--- config.mk ---
export PLATFORM = sky130hd
export DESIGN_NAME = proc_control
export DESIGN_NICKNAME = d
export VERILOG_FILES = /design/src/rtl/proc_pkg.sv /design/src/rtl/dec3to8.sv /design/src/rtl/proc_control.sv
export SDC_FILE = /design/constraint.sdc
export NUM_CORES = 1
export LEC_CHECK = 0
export ABC_AREA = 1
export ABC_CLOCK_PERIOD_IN_PS = 1900
export CAP_MARGIN = 0
export CORE_UTILIZATION = 41
export CTS_BUF_LIST = sky130_fd_sc_hd__clkbuf_8
export DETAILED_ROUTE_END_ITERATION = 7
export GPL_TIMING_DRIVEN = 0
export PLACE_DENSITY = 0.81
export SYNTH_ARGS = -nofsm -noshare
export SYNTH_HDL_FRONTEND = slang
export SYNTH_SLANG_ARGS = --single-unit
--- constraint.sdc ---
create_clock -name Clock -period 1.9 [get_ports Clock]
set_clock_uncertainty 0.2 [all_clocks]
set_input_delay 0.57 -clock Clock [delete_from_list [all_inputs] [get_ports Clock]]
set_output_delay 0.57 -clock Clock [all_outputs]
set_load 0.01 [all_outputs]
--- src/rtl/proc_pkg.sv ---
// proc_pkg: opcode, step and instruction-field constants shared by the control unit
package proc_pkg;
  localparam logic [2:0] OP_MV  = 3'b000;
  localparam logic [2:0] OP_MVI = 3'b001;
  localparam logic [2:0] OP_ADD = 3'b010;
  localparam logic [2:0] OP_SUB = 3'b011;
  localparam logic [1:0] T0 = 2'd0;
  localparam logic [1:0] T1 = 2'd1;
  localparam logic [1:0] T2 = 2'd2;
  localparam logic [1:0] T3 = 2'd3;
  localparam int IR_OP = 6;
  localparam int IR_X  = 3;
  localparam int IR_Y  = 0;
endpackage

--- src/rtl/dec3to8.sv ---
// dec3to8: 3-bit index w to one-hot y, all zero when en is low
module dec3to8 (
  input  logic [2:0] w,
  input  logic       en,
  output logic [7:0] y
);
  assign y = en ? 8'(1) << w : '0;
endmodule

--- src/rtl/proc_control.sv ---
// proc_control: latches IR on Run at T0, decodes Tstep into Rin/Rout/Ain/Gin/Gout/DINout/AddSub/Done, drives StepClear, sticky Illegal
module proc_control
  import proc_pkg::*;
(
  input  logic       Clock,
  input  logic       Clear,
  input  logic       Run,
  input  logic [8:0] DIN,
  input  logic [1:0] Tstep,
  output logic       StepClear,
  output logic       IRin,
  output logic [7:0] Rin,
  output logic [7:0] Rout,
  output logic       Ain,
  output logic       Gin,
  output logic       Gout,
  output logic       DINout,
  output logic       AddSub,
  output logic       Done,
  output logic       Illegal
);
  logic [8:0] ir;
  logic       busy, ill;
  logic [2:0] op;
  logic [7:0] rx, ry;
  logic       t0, t1, t2, t3, fetch, exec, mvs, ar, valid;
  assign op = ir[IR_OP +: 3];
  dec3to8 u_x (.w(ir[IR_X +: 3]), .en(1'b1), .y(rx));
  dec3to8 u_y (.w(ir[IR_Y +: 3]), .en(1'b1), .y(ry));
  always_comb begin
    t0        = Tstep == T0;
    t1        = Tstep == T1;
    t2        = Tstep == T2;
    t3        = Tstep == T3;
    fetch     = !Clear && t0 && Run;
    exec      = !Clear && busy && !t0;
    mvs       = exec && t1 && (op == OP_MV || op == OP_MVI);
    ar        = exec && (op == OP_ADD || op == OP_SUB);
    valid     = ar || (exec && t1);
    IRin      = fetch;
    Rin       = (mvs || (ar && t3)) ? rx : '0;
    Rout      = ((exec && t1 && op == OP_MV) || (ar && t2)) ? ry : ((ar && t1) ? rx : '0);
    Ain       = ar && t1;
    Gin       = ar && t2;
    AddSub    = ar && t2 && op[0];
    Gout      = ar && t3;
    DINout    = exec && t1 && op == OP_MVI;
    Done      = mvs || (ar && t3) || (exec && t1 && op[2]);
    StepClear = Clear || Done || (t0 && !Run) || (!t0 && !valid);
    Illegal   = ill && !Clear;
  end
  always_ff @(posedge Clock) begin
    if (Clear) begin
      ir   <= '0;
      busy <= 1'b0;
      ill  <= 1'b0;
    end else begin
      if (fetch) ir <= DIN;
      busy <= fetch || (busy && !StepClear);
      ill  <= ill || (exec && t1 && op[2]);
    end
  end
endmodule
==> metrics <==
status=complete, but fails checks; failing checks=setup timing; slowest stage delay, CP=0.18 ns; Mapped Nets=152; total track usage=28.2%; H-tree Lvls=1; worst slew pin tran=0.257 ns; Area contributors post-synth=dfxtp_1 (28%), nor2_1 (16%), inv_1 (12%); grt ovf=0; Final period util=118%; Critical Path Slowest Stage Cell=nor2_4; Synth Instances=138; Synthesis Warnings=0; unrepaired setup endpoints after global routing=true; Nets=202; share of cells above drive strength 1=52.4%; largest net degree at the start of global routing=11; Reg2Reg Depth=7; antenna-violating nets left=0; Crit path max-delay family=simple AND/OR/NAND/NOR gates; LEAKAGE=0.688 nW; Mapped Area=797 um2; crit path from=Clear; vias in the first global route=941; Design Power=0.000648 W; first-pass GRT wire length=4240 um; worst path bufs/invs=3; DRC violations left=0; DIE AREA=2120 um2; CP required=1.13 ns; hold path start=ill$_SDFF_PP0_; clock root buffer=clkbuf_8; combined area of the multi-input logic cells=673 um2; GPL Wtd Cong=0.834; Post-CTS Hold Buffers=0; Sequential cell area=223 um2; CTS tree=built; cts bufs inserted=3; Detailed Route Iter0 Violations=17; Seq cells post-synth=11; Netlist cell types=16; Reg clk slew, reported paths=0.05 ns; DRT Pass-1 Iters=4; Avg Vias per Cell=5.11; Final Hold Viols=0; register area share after synthesis=27.6%; Clock Tree Buf Depth=2; syn_area_per_cell=5.78 um2; r2r endpoint=busy$_SDFF_PP0_; Max Slew Vio Count=0; initial antenna violation count=0; f_max=0.445 GHz; CP max FO=8; clock latency on the worst-skew pair=0.25 ns; Yosys top cell area share=27.6%; Slew headroom=82.8%; VDD IR max=0.546 mV; Cell Pwr Density=429 nW/um2; n_diodes=0; Synth area leader=dfxtp_1; PnR worst setup slack=-0.349 ns; critical-path cell list=buf_12, inv_12, nand2_4, nor2_4, nand2_2, nand2_4, nand3_2, nand2_2, buf_6; Final setup violation count=25; setup TNS=-6.69 ns; CP Capture Type=primary output; Hold Path Depth=2; Filler cells=106; DPL Wire Length=1720 um; crit start category=primary input; final WL=2930 um; synth-to-layout area growth=89.6%; critical path class=primary input to primary output; routed via count=1083; IO Pins=39; Final Util=84.8%; HP Class=register to register; number of cell rows=15; FF-to-FF Start=busy$_SDFF_PP0_; WL/cell=13.8 um; I/O Buffers=38; Die W=46.1 um; r2r setup slk=0.53 ns; max_cap viols=0; CP arrival=1.48 ns; crit path time final=2.25 ns; Core Area=1780 um2; Starting Density=44.7%; die height=46.1 um; Hold Path End=ill$_SDFF_PP0_; CTS sink count=11
## state kept, by name, summed over array words and instances (netlist names)
name	cells
ill	1
busy	1
ir	9
## worst max-delay path by stage
stage               slack [ns]  cells past startpoint       to
floorplan                -0.02                      5  Rout[0]
global placement         -1.36                      7   Rin[4]
detailed placement       -1.35                      7   Rin[1]
CTS                      -0.31                      9  Rout[4]
global route             -0.40                      9  Rout[3]
finish                   -0.35                      9  Rout[7]
## area by class of cell
| class | instances | area share [%] |
|---|---|---|
| well taps | 25 | 2.07 |
| plain buffers | 2 | 1.74 |
| repair inverters | 1 | 0.414 |
| clock inverters | 1 | 0.331 |
| flip-flops and latches | 11 | 14.7 |
| repair buffers | 44 | 24.9 |
| inverters | 27 | 8.53 |
| multi-input cells | 98 | 44.5 |
| clock buffers | 3 | 2.73 |
## stage by stage
stage | cells | cell area, um2 | hold WS (ns) | setup slack [ns]
after detailed placement | 201 | 1300 | 0.269 | -1.35
after global placement | 201 | 1300 | 0.250 | -1.36
after global routing | 212 | 1510 | 0.338 | -0.402
after CTS | 209 | 1410 | 0.276 | -0.307
after floorplan | 138 | 891 | 0.237 | -0.0166
final | 212 | 1510 | 0.292 | -0.349
## cells by family after synthesis
| logic type | share of synthesized area [%] |
|---|---|
| AOI/OAI and AO/OA | 11.0 |
| buffers and inverters | 14.9 |
| DFF | 27.6 |
| and+or+nand+nor | 46.5 |
## cells in the final DEF (no fill, tap or decap), types with 2 or more instances in the layout
master and n:
dfxtp_2 2, nand2_4 6, nor2_2 14, clkbuf_8 3
buf_8 2, nor3_2 4, nor2_4 8, buf_4 6
nand3_1 4, a211oi_1 9, buf_2 14, nor3_1 2
nand2_1 12, inv_4 2, clkdlybuf4s50_1 9, dfxtp_1 9
nor2_1 16, buf_6 11, nand2_2 9, inv_1 22
nand3_2 7
## power by group
part | internal (W) | leakage (nW) | total [W] | switching, W
clock | 0.000145 | 0.0255 | 0.000249 | 0.000104
combinational | 0.0000637 | 0.572 | 0.000143 | 0.0000793
sequential | 0.000243 | 0.0907 | 0.000256 | 0.0000135
total | 0.000451 | 0.688 | 0.000648 | 0.000197
## worst min-delay path, cell delays in order (launching register included)
cell	delay, ns
dfxtp_1	0.29
inv_1	0.07
o21ai_0	0.07
## cells in the mapped netlist (all sizes together)
cell type / count
nand2: 27
clkbuf: 1
a21oi: 2
or2: 1
nand3: 12
inv: 27
buf: 1
o21ai: 2
a211oi: 9
nor3: 6
nand3b: 1
dfxtp: 11
nor2: 38
## what timing repair did
action	in CTS	in global routing
setup endpoints to repair	34	25
setup buffers	4	2
cloned	0	1
gates resized for setup	144	27
pin swaps	12	7
## metal layers
| layer | vias up | GRT usage, % | wire length (um) | part of all wire [%] |
|---|---|---|---|---|
| li1 | 535 | - | - | - |
| met1 | 515 | 34.4 | 1220 | 42 |
| met2 | 29 | 47.9 | 1540 | 53 |
| met3 | 4 | 7.84 | 138 | 4.7 |
| met4 | 0 | 8.24 | 33 | 1.1 |
| met5 | - | 0 | 0 | 0 |
(Power assumes the default switching activity.)
